### src/rtl/hop_seq_pkg.sv
// Shared constants for the hop chain sequencer: default sizing and FSM state codes.
package hop_seq_pkg;

  localparam int DEF_NUM_CHAINS  = 4;
  localparam int DEF_CHAIN_DEPTH = 7;
  localparam int DEF_RST_HOLD    = 4;
  localparam int DEF_TIMEOUT     = 15;

  // Stages 2..CHAIN_DEPTH of each chain are the ones whose resets we drive.
  localparam int STAGES = DEF_CHAIN_DEPTH - 1;

  localparam logic [2:0] ST_IDLE    = 3'd0;
  localparam logic [2:0] ST_HOLD    = 3'd1;
  localparam logic [2:0] ST_RELEASE = 3'd2;
  localparam logic [2:0] ST_READY   = 3'd3;
  localparam logic [2:0] ST_LAUNCH  = 3'd4;
  localparam logic [2:0] ST_WAIT    = 3'd5;
  localparam logic [2:0] ST_CHECK   = 3'd6;
  localparam logic [2:0] ST_ERR     = 3'd7;

  // Width of an index into n items, never narrower than one bit.
  function automatic int idx_width(input int n);
    return (n > 1) ? $clog2(n) : 1;
  endfunction

endpackage

### src/rtl/hop_rr_arbiter.sv
// Round-robin picker: lowest requesting index at or after ptr, wrapping around.
module hop_rr_arbiter
  import hop_seq_pkg::*;
#(
  parameter int N = DEF_NUM_CHAINS,
  localparam int IW = idx_width(N)
) (
  input  logic [N-1:0]  req,
  input  logic [IW-1:0] ptr,
  output logic [N-1:0]  grant,
  output logic [IW-1:0] idx,
  output logic          valid
);

  localparam logic [IW:0] N_W = (IW + 1)'(N);

  logic [IW:0]   sum;
  logic [IW-1:0] cand;

  // Scan candidates starting at ptr; the first requester found wins.
  always_comb begin
    grant = '0;
    idx   = '0;
    valid = 1'b0;
    sum   = '0;
    cand  = '0;
    for (int i = 0; i < N; i++) begin
      sum = {1'b0, ptr} + (IW + 1)'(i);
      if (sum >= N_W) sum = sum - N_W;
      cand = sum[IW-1:0];
      if (!valid && req[cand]) begin
        valid       = 1'b1;
        grant[cand] = 1'b1;
        idx         = cand;
      end
    end
  end

endmodule

### src/rtl/hop_chain_sequencer.sv
// Hop chain sequencer: staggered stage-reset release, round-robin token launch,
// and arrival-latency checking for a bank of single-bit hop chains.
module hop_chain_sequencer
  import hop_seq_pkg::*;
#(
  parameter int NUM_CHAINS  = DEF_NUM_CHAINS,
  parameter int CHAIN_DEPTH = DEF_CHAIN_DEPTH,
  parameter int RST_HOLD    = DEF_RST_HOLD,
  parameter int TIMEOUT     = DEF_TIMEOUT,
  localparam int CW         = idx_width(NUM_CHAINS),
  localparam int NUM_STAGES = CHAIN_DEPTH - 1
) (
  input  logic                             clock0,
  input  logic                             rst1,
  input  logic                             go,
  input  logic [NUM_CHAINS-1:0]            req,
  input  logic [NUM_CHAINS-1:0]            chain_out,
  output logic [NUM_CHAINS*NUM_STAGES-1:0] stage_rst,
  output logic [NUM_CHAINS-1:0]            start,
  output logic [NUM_CHAINS-1:0]            grant,
  output logic                             busy,
  output logic                             done,
  output logic                             err,
  output logic [CW-1:0]                    err_chain
);

  localparam int WW = $clog2(TIMEOUT + 1);
  localparam int HW = idx_width(RST_HOLD);
  localparam int RW = idx_width(NUM_STAGES);

  localparam logic [WW-1:0] CNT_ARRIVE = WW'(CHAIN_DEPTH);
  localparam logic [WW-1:0] CNT_LIMIT  = WW'(TIMEOUT);
  localparam logic [WW-1:0] CNT_MAX    = {WW{1'b1}};
  localparam logic [HW-1:0] HOLD_LAST  = HW'(RST_HOLD - 1);
  localparam logic [RW-1:0] REL_LAST   = RW'(NUM_STAGES - 1);
  localparam logic [CW-1:0] LAST_CHAIN = CW'(NUM_CHAINS - 1);

  logic [2:0]            state;
  logic [HW-1:0]         hold_cnt;
  logic [RW-1:0]         rel_idx;
  logic [WW-1:0]         wait_cnt;
  logic [CW-1:0]         rr_ptr;
  logic [CW-1:0]         cur_idx;
  logic [NUM_CHAINS-1:0] cur_grant;
  logic                  err_q;
  logic [CW-1:0]         err_chain_q;

  logic [NUM_CHAINS-1:0] arb_grant;
  logic [CW-1:0]         arb_idx;
  logic                  arb_valid;
  logic [WW-1:0]         cnt_now;
  logic                  own_hit;
  logic                  stray_hit;

  hop_rr_arbiter #(.N(NUM_CHAINS)) u_arb (
    .req   (req),
    .ptr   (rr_ptr),
    .grant (arb_grant),
    .idx   (arb_idx),
    .valid (arb_valid)
  );

  // cnt_now is the wait count for the current WAIT cycle (1 on the first one).
  assign cnt_now   = (wait_cnt == CNT_MAX) ? wait_cnt : wait_cnt + 1'b1;
  assign own_hit   = |(chain_out & cur_grant);
  assign stray_hit = |(chain_out & ~cur_grant);
  assign err       = err_q;
  assign err_chain = err_chain_q;

  // Sequencer FSM with its hold, release and wait counters.
  always_ff @(posedge clock0 or posedge rst1) begin
    if (rst1) begin
      state       <= ST_IDLE;
      hold_cnt    <= '0;
      rel_idx     <= '0;
      wait_cnt    <= '0;
      rr_ptr      <= '0;
      cur_idx     <= '0;
      cur_grant   <= '0;
      err_q       <= 1'b0;
      err_chain_q <= '0;
    end else begin
      case (state)
        ST_IDLE: begin
          if (go) begin
            state    <= ST_HOLD;
            hold_cnt <= '0;
          end
        end
        ST_HOLD: begin
          if (hold_cnt == HOLD_LAST) begin
            state   <= ST_RELEASE;
            rel_idx <= '0;
          end else begin
            hold_cnt <= hold_cnt + 1'b1;
          end
        end
        ST_RELEASE: begin
          if (rel_idx == REL_LAST) state <= ST_READY;
          else rel_idx <= rel_idx + 1'b1;
        end
        ST_READY: begin
          if (arb_valid) begin
            cur_idx   <= arb_idx;
            cur_grant <= arb_grant;
            rr_ptr    <= (arb_idx == LAST_CHAIN) ? '0 : arb_idx + 1'b1;
            state     <= ST_LAUNCH;
          end
        end
        ST_LAUNCH: begin
          wait_cnt <= '0;
          state    <= ST_WAIT;
        end
        ST_WAIT: begin
          wait_cnt <= cnt_now;
          if (stray_hit || (own_hit && cnt_now != CNT_ARRIVE) ||
              (!own_hit && cnt_now >= CNT_LIMIT)) begin
            state       <= ST_ERR;
            err_q       <= 1'b1;
            err_chain_q <= cur_idx;
          end else if (own_hit) begin
            state <= ST_CHECK;
          end
        end
        ST_CHECK: begin
          if (own_hit) begin
            state       <= ST_ERR;
            err_q       <= 1'b1;
            err_chain_q <= cur_idx;
          end else begin
            state <= ST_READY;
          end
        end
        ST_ERR: begin
          if (go) begin
            state    <= ST_HOLD;
            hold_cnt <= '0;
            err_q    <= 1'b0;
          end
        end
        default: state <= ST_IDLE;
      endcase
    end
  end

  // State-decoded outputs; stage resets stay asserted unless the bank is released.
  always_comb begin
    stage_rst = '1;
    start     = '0;
    grant     = '0;
    busy      = 1'b0;
    done      = 1'b0;
    case (state)
      ST_HOLD: busy = 1'b1;
      ST_RELEASE: begin
        busy = 1'b1;
        for (int c = 0; c < NUM_CHAINS; c++)
          for (int s = 0; s < NUM_STAGES; s++)
            stage_rst[c*NUM_STAGES + s] = (RW'(s) > rel_idx);
      end
      ST_READY: stage_rst = '0;
      ST_LAUNCH: begin
        stage_rst = '0;
        start     = cur_grant;
        grant     = cur_grant;
        busy      = 1'b1;
      end
      ST_WAIT: begin
        stage_rst = '0;
        grant     = cur_grant;
        busy      = 1'b1;
      end
      ST_CHECK: begin
        stage_rst = '0;
        grant     = cur_grant;
        busy      = 1'b1;
        done      = 1'b1;
      end
      default: ;
    endcase
  end

endmodule

### config.mk
export PLATFORM = sky130hd
export DESIGN_NAME = hop_chain_sequencer
export DESIGN_NICKNAME = d
export VERILOG_FILES = /design/src/rtl/hop_seq_pkg.sv /design/src/rtl/hop_rr_arbiter.sv /design/src/rtl/hop_chain_sequencer.sv
export SDC_FILE = /design/constraint.sdc
export NUM_CORES = 1
export LEC_CHECK = 0
export ABC_CLOCK_PERIOD_IN_PS = 6750
export CAP_MARGIN = 20
export CORE_MARGIN = 1
export CORE_UTILIZATION = 35
export CTS_BUF_LIST = sky130_fd_sc_hd__clkbuf_4 sky130_fd_sc_hd__clkbuf_8
export CTS_CLUSTER_DIAMETER = 100
export CTS_CLUSTER_SIZE = 40
export DETAILED_ROUTE_END_ITERATION = 6
export SYNTH_ARGS = -nofsm -noshare
export SYNTH_HDL_FRONTEND = slang
export SYNTH_SLANG_ARGS = --single-unit
### constraint.sdc
create_clock -name clock0 -period 6.75 [get_ports clock0]
set_clock_uncertainty 0.05 [all_clocks]
set_input_delay 1.0125 -clock clock0 [delete_from_list [all_inputs] [get_ports clock0]]
set_output_delay 1.0125 -clock clock0 [all_outputs]
set_load 0.01 [all_outputs]
=== After elaboration in Yosys (flattened, before gate mapping) ===
Cells that the tools add are included.

* Add/sub/neg operators: 11
* Magnitude comparators: 19
* Equality and inequality tests: 22
* Multiplexer cells: 61
* Bitwise logic cells: 6
* Reductions and logical operators: 33

{| class="wikitable"
|+ Operator list
! cell !! number
|-
| 24-bit one-hot mux with 2 select lines || 1
|-
| 4-bit two-way mux || 7
|-
| 3-bit two-way mux || 9
|-
| 2-bit two-way mux || 13
|-
| 3-bit one-hot mux with 7 select lines || 1
|-
| 1-bit two-way mux || 17
|-
| 2-bit inequality test, second input constant || 8
|-
| 3-bit == test, second input constant || 5
|-
| 2-bit by 3-bit < comparator with 1-bit output, second input constant || 4
|-
| 4-bit bitwise OR || 3
|-
| 4-bit OR reduction || 3
|-
| 3-bit greater-or-equal comparator, second input constant || 3
|-
| 1-bit logical AND || 9
|-
| 3-bit AND reduction || 3
|-
| 4-bit bitwise AND || 2
|-
| 1-bit binary-select mux with 2-bit select || 4
|-
| 1-bit demux with 2-bit select || 4
|-
| 2-bit by 1-bit greater-or-equal comparator with 1-bit output, second input constant || 4
|-
| 2-bit one-hot mux with 2 select lines || 2
|-
| 4-bit one-hot mux with 2 select lines || 1
|-
| 2-bit nonzero test || 4
|-
| 2-bit by 1-bit subtractor with 2-bit output, second input constant || 4
|-
| 2-bit by 2-bit adder with 3-bit output, second input constant || 2
|-
| 3-bit by 2-bit == test with 1-bit output, second input constant || 2
|-
| other kinds (28) || 37
|}

* Register bits: 23
* Bits of input ports: 11
* Output and inout bits: 37
* Word-level logic and storage cells: 161

=== Depth between registers and ports, before layout ===
Gate-level depths: netlist of the first run.

* Word-level depth: 16
* Mapped depth: 11
* Gate-level depth less buffers: 9

=== By module ===
A second synthesis of the first run with hierarchy kept.

* Cells, all modules: 233
* Area, all modules: 2,105.8 µm²

{| class="wikitable"
|+ Modules (own cells, without submodules)
! module !! times used !! cells an instance !! area an instance (µm²) !! seq. area each (µm²)
|-
| hop_chain_sequencer || 1 || 188 || 1,684.1 || 575.6
|-
| hop_rr_arbiter || 1 || 45 || 421.7 || 0.0
|}

=== Worst setup path before layout of the first run ===
Ideal clock, no wire load.

* Kind: reg2out
* From: reg state[2]
* To: out stage_rst[12]
* Arrival time: 2,507 ps
* Required time: 5,688 ps
* Slack: 3,180 ps
* Cell stages (with the launch flop): 6
* Path buffers: 2
* Cell sequence: dfrtp_1 clkbuf_1 or3b_2 o41ai_1 a21boi_0 buf_4

* Cells in the longest elaborated chain, start to end: 3
* Elaborated cells between the ends (all ways): 7
* Those cells by class: 5 x eq/ne; 1 x mux; 1 x reduce/logical

{| class="wikitable"
|+ Ends and longest elaborated chain
! element !! RTL line !! RTL
|-
| from (decl) || hop_chain_sequencer.sv:38 || <nowiki>logic [2:0] state;</nowiki>
|-
| from (signal assigned) || hop_chain_sequencer.sv:73 || <nowiki>state <= ST_IDLE;</nowiki>
|-
| from (signal assigned) || hop_chain_sequencer.sv:86 || <nowiki>state <= ST_HOLD;</nowiki>
|-
| from (signal assigned) || hop_chain_sequencer.sv:92 || <nowiki>state <= ST_RELEASE;</nowiki>
|-
| 3-bit == test or 3-bit by 2-bit == test with 1-bit output (tied branches) || hop_chain_sequencer.sv:153 || <nowiki>case (state)</nowiki>
|-
| 4-bit OR reduction (no source line) || - ||
|-
| 24-bit one-hot mux with 2 select lines (*) || hop_chain_sequencer.sv:153 ||
|-
| to (decl) || hop_chain_sequencer.sv:18 || <nowiki>output logic [NUM_CHAINS*NUM_STAGES-1:0] stage_rst,</nowiki>
|}

Every way passes the cells marked *; elsewhere a longest branch is shown, timed or not.

=== Worst setup path after layout of the first run ===
* From: reg state[0]
* To: out stage_rst[0]

The elaborated chain is that of the path after synthesis.

==> summary.txt, run 1 <==
Final Hold Vio Count = 0
Routed via count = 1813
Final setup violating endpoints = 0
Fraction of the mapped netlist area in adder cells = 0.0613
Compound-Gate Fraction of Synth Area = 0.224
Max Slew Vio Count = 0
Xor and xnor area share after synthesis = 0.00429
Post-CTS sizing = 0
Nets = 285
Vias in the first global route = 1670
Syn. warnings = 0
Row cnt = 27
Mux cell area share after synthesis = 0.0938
Maximum vdd drop = 0.261 mV
Post-DP Area = 2400 sq um
Status = finished, final reports clean
Starting DRC count in detailed routing = 85
Syn Inst Count = 243
Mapped Nets = 264
Input/output buffers = 47
Clk sink count = 23
Crit end category = output port
Reg2Reg Capture Point = rr_ptr[1]$_DFFE_PP0P_
Global routing's busiest layer = met2
First-pass GRT wire length = 7890 um
Crit start category = flop
Maximum number of pins on one net before global-route repair = 24
Initial core utilization = 0.366
Flops & latches, synth = 23
Fmax achieved = 242 MHz
CP max stage delay = 0.62 ns
Sequential cell area fraction in the yosys report = 0.282
Unrepaired setup endpoints after global routing = no
DP Worst Slack = 2.85 ns
Overall Global Routing Usage = 0.156
Root Driver = clkbuf_8
Met3 Use GR = 0.0198
Commonest non-fill, non-tap cells in the layout = clkdlybuf4s50_1 (47), nand2_1 (27), dfrtp_1 (23), nor2_1 (20), o21ai_0 (13)
TNS Setup = 0 ns
HP Class = flop to flop
CTS buffer count = 3
Clock Path Buffers = 2
Core Area = 5570 sq um
Die Width = 78.4 um
CP max FO = 23
PD cells = 553 nW/um^2
Post-CTS Setup Inserts = 0
WL final = 4480 um
R2R depth = 9
Cell taking the most area after synthesis = dfrtp_1
# Max-Cap Violations = 0
Clock latency on the worst-skew pair = 0.26 ns
Slew @ Worst Pin = 0.897 ns
Post-route minimum period = 4.13 ns
Top cells by area, synth = dfrtp_1 (28%), buf_4 (6.6%), ha_1 (6.1%)
Met1 GRT Util = 0.210
Final Wtd Congestion = 0.825
Die area = 6140 sq um
IO Pins = 48
Via/cell ratio = 5.41
Share of layout cells above drive strength 1 = 0.0875
Worst-path clk slew = 0.09 ns
Fin util = 0.439
Most common cell after layout, fill and taps aside = clkdlybuf4s50_1
Slew headroom = 0.400
Area grow syn2layout = 19.8%
Synth Area in Simple Gates = 0.215
R2r startpoint = rr_ptr[0]$_DFFE_PP0P_
# diodes = 0
Initial antenna violation count = 0
Design area = 2440 sq um
DRC = 0
Leakage dissipation = 1.01 nW
Initial DRT Pass Iterations = 4
Worst path required time = 5.69 ns
H-tree depth = 1
CP arrival = 3.07 ns
Mapped Area = 2040 sq um
DRT antenna net count = 0
Setup crit end = stage_rst[0]
GR Overflow Total = 0
Cell variety after synth = 53
Post-synth top area share = 0.282
Hold WS = 0.462 ns
FF-to-FF setup slack = 3.53 ns
Critical path origin = state[0]$_DFFE_PP0P_
Period utilization = 0.612
Syn avg cell area = 8.40 sq um
DR WL/cell = 13.4 um
DP Wirelength = 3320 um
# hold bufs at CTS = 0
Worst Slack Setup Final = 2.62 ns
Die Ht = 78.4 um
CTS tree = built
Critical Path, Cell by Cell = or3b_2 -> o41ai_1 -> a21boi_0 -> clkdlybuf4s50_1
Largest family of logic cells by synthesized area = compound AO/OA/AOI/OAI gates
Worst path slowest cell = dfrtp_1
M2 GR Usage = 0.263
Crit Path Class = flop to output port
-- registers in the layout (all words and copies together) (netlist names) --
name	cells
err	1
state	3
wait_cnt	4
rel_idx	3
cur_grant	4
cur_idx	2
err_chain	2
rr_ptr	2
hold_cnt	2
-- worst min-delay path by stage --
stage / startpoint / end / slack [ns] / cells past startpoint
floorplan: hold_cnt[1]$_DFFE_PP0P_ / hold_cnt[1]$_DFFE_PP0P_ / 0.42 / 2
global placement: hold_cnt[1]$_DFFE_PP0P_ / hold_cnt[1]$_DFFE_PP0P_ / 0.44 / 2
detailed placement: cur_idx[1]$_DFFE_PP0P_ / cur_idx[1]$_DFFE_PP0P_ / 0.45 / 1
CTS: cur_idx[1]$_DFFE_PP0P_ / cur_idx[1]$_DFFE_PP0P_ / 0.47 / 1
global route: err_chain[1]$_DFFE_PP0P_ / err_chain[1]$_DFFE_PP0P_ / 0.48 / 1
finish: cur_idx[1]$_DFFE_PP0P_ / cur_idx[1]$_DFFE_PP0P_ / 0.46 / 1
-- layout make-up --
class | instances | area (sq um)
Fill cell | 561 | 3130
Multi-Input combinational cell | 179 | 1220
Sequential cell | 23 | 576
Timing Repair Buffer | 47 | 470
Tap cell | 72 | 90.1
Clock buffer | 4 | 48.8
Inverter | 10 | 37.5
-- synthesized netlist by cell type, drive strengths merged --
cell	number
and2b	1
a211o	1
o31ai	1
ha	10
a21boi	1
nand4	3
nor2b	7
nor4	2
a2111o	1
a21oi	12
a22o	7
and2	4
inv	10
and3	6
nor3	7
mux2i	6
or3b	3
o41ai	1
a21o	1
nand3	6
nand3b	1
o211a	1
o311ai	1
a31oi	7
a41oi	1
o211ai	2
nand2	27
clkbuf	6
nand2b	2
nor2	21
a221oi	2
o21ai	13
a22oi	4
mux2	5
o21bai	1
mux4	3
dfrtp	23
buf	25
o32a	1
a2111oi	1
xnor2	1
a2bb2oi	1
a211oi	1
o22ai	3
-- layer usage --
metal	vias to the layer above	routed length, um	share of wire
li1	907	-	-
met1	862	2110	0.47
met2	39	2190	0.49
met3	5	125	0.028
met4	0	49	0.011
met5	-	0	0
-- power by group --
group / internal, mW / leakage (nW) / switching, mW
registers: 0.200 / 0.278 / 0.114
clock network: 0.0462 / 0.0262 / 0.0448
logic: 0.509 / 0.708 / 0.438
-- metrics by stage --
| step | total power, mW | instances |
|---|---|---|
| finish | 1.35 | 335 |
| global route | 1.48 | 335 |
| CTS | 1.36 | 335 |
| detailed placement | 1.27 | 331 |
| global placement | 1.26 | 331 |
| floorplan | 1.00 | 243 |
-- cell families after synthesis --
kind of cell             Yosys count
AO/OA/AOI/OAI                     64
XOR/XNOR                           1
adder cells (fa/ha/maj)           10
buffers and inverters             41
flip-flops                        23
multiplexers                      14
AND/OR/NAND/NOR                   90
-- worst max-delay path: cells and delay by family, from the launching register on --
family                 cells  cell delay (ns)
DFF                        1             0.62
buffers and inverters      1             0.61
and+or+nand+nor            1             0.60
AOI/OAI and AO/OA          2             0.98
Note: power is estimated with default switching activity, not from simulation.
==> run 2: changes to the inputs <==
Settings changed: ABC_CLOCK_PERIOD_IN_PS 6750 to 4100.
Clock period 6.75 ns to 4.1 ns, I/O delays scaled along.
==> run 2 against run 1 <==
Highest routed layer unchanged. Critical path depth stayed put. Register-to-register slack worse by 2.6 ns. First-iteration DRC count is 64% higher. Cell area is 0.31% higher. Critical path type unchanged.
==> summary.txt, run 2 (synthesized netlist as in run 1, its figures left out) <==
# diodes = 0
Met1 wire length = 2170 um
Fmax achieved = 271 MHz
# Max-Cap Violations = 0
Die Ht = 78.4 um
Max layer used = met4
PD cells = 916 nW/um^2
Input/output buffers = 47
Post-CTS Setup Inserts = 0
Worst Hold Path EP = hold_cnt[1]$_DFFE_PP0P_
CTS buffer count = 3
Slew @ Worst Pin = 0.931 ns
Crit start category = flop
Die area = 6140 sq um
Hold path startpoint = hold_cnt[1]$_DFFE_PP0P_
CP arrival = 3.03 ns
Clock Path Buffers = 2
Starting DRC count in detailed routing = 139
# hold bufs at CTS = 0
Core Area = 5570 sq um
Fin util = 0.440
Final setup violating endpoints = 0
Root Driver = clkbuf_8
Max Slew Vio Count = 0
CP max FO = 15
DP Wirelength = 3350 um
DRC = 0
Post-CTS sizing = 0
GR Overflow Total = 0
DRT antenna net count = 0
Largest registers = cur_grant x4, wait_cnt x4
Row cnt = 27
Overall Global Routing Usage = 0.153
Crit Path Class = flop to output port
Area grow syn2layout = 20.2%
R2r startpoint = rr_ptr[0]$_DFFE_PP0P_
FF-to-FF setup slack = 0.89 ns
Share of layout cells above drive strength 1 = 0.0909
R2R depth = 9
Maximum vdd drop = 0.420 mV
IO Pins = 48
Post-route minimum period = 3.69 ns
Slew headroom = 0.377
HP Class = flop to flop
Critical path origin = state[1]$_DFFE_PP0P_
Initial core utilization = 0.366
Clk sink count = 23
Final Wtd Congestion = 0.817
Via/cell ratio = 5.50
Commonest non-fill, non-tap cells in the layout = clkdlybuf4s50_1 (47), nand2_1 (27), dfrtp_1 (23), nor2_1 (20), o21ai_0 (13)
Crit end category = output port
Maximum number of pins on one net before global-route repair = 24
Initial DRT Pass Iterations = 4
Status = finished, final reports clean
Most common cell after layout, fill and taps aside = clkdlybuf4s50_1
Reg2Reg Capture Point = rr_ptr[1]$_DFFE_PP0P_
Unrepaired setup endpoints after global routing = no
Hold WS = 0.460 ns
Vias in the first global route = 1572
Die Width = 78.4 um
Leakage dissipation = 1.02 nW
First-pass GRT wire length = 7510 um
Routed length on met2 = 2120 um
Period utilization = 0.900
Final Hold Vio Count = 0
Nets = 286
Worst path required time = 3.43 ns
Worst-path clk slew = 0.09 ns
WL final = 4540 um
Worst hold path stage count = 2
Routed via count = 1849
Initial antenna violation count = 0
DR WL/cell = 13.5 um
Met3 wire len = 180 um
Clock latency on the worst-skew pair = 0.27 ns
TNS Setup = 0 ns
H-tree depth = 1
CTS tree = built
-- run 2: changes by cell type in the layout (fill, tap and decap cells not counted), sizes merged --
| cell | delta |
|---|---|
| buf | +1 |
-- run 2: layout make-up --
| cell class | instances | area [sq um] |
|---|---|---|
| multi-input combinational | 179 | 1220 |
| fill | 552 | 3120 |
| clock buffer | 4 | 48.8 |
| sequential | 23 | 576 |
| timing repair buffer | 48 | 478 |
| inverter | 10 | 37.5 |
| tap | 72 | 90.1 |
-- run 2: worst max-delay path by stage --
stage,to,slack [ns],depth (start not counted)
global placement,stage_rst[0],0.80,4
finish,stage_rst[18],0.41,4
floorplan,stage_rst[12],0.93,5
CTS,stage_rst[12],0.36,4
global route,stage_rst[0],0.16,4
detailed placement,stage_rst[12],0.67,4
-- run 2: metrics by stage --
stage	area [sq um]	instances	total power, mW	setup WS (ns)
5_1_grt	2450	336	2.44	0.161
6_report	2450	336	2.25	0.410
4_1_cts	2450	336	2.26	0.365
3_5_place_dp	2400	332	2.10	0.673
3_3_place_gp	2400	332	2.08	0.799
2_1_floorplan	2040	243	1.65	0.928
-- run 2: worst max-delay path: stages, from the launching register on --
cell and delay, ns:
dfrtp_1 0.61, or3b_2 0.55, o41ai_1 0.58, a21boi_0 0.41, clkdlybuf4s50_1 0.61
-- run 2: power by group --
part           internal, mW  total [mW]  switching [mW]
Clock                0.0761       0.153          0.0766
Sequential            0.330       0.497           0.166
Combinational         0.844        1.60           0.752
Total                  1.25        2.25           0.995
-- run 2: routing by layer --
metal / global-route usage / up-vias
met3: 0.0174 / 8
met1: 0.214 / 867
met2: 0.239 / 61
li1: - / 913
met4: 0.0574 / 0
met5: 0 / -
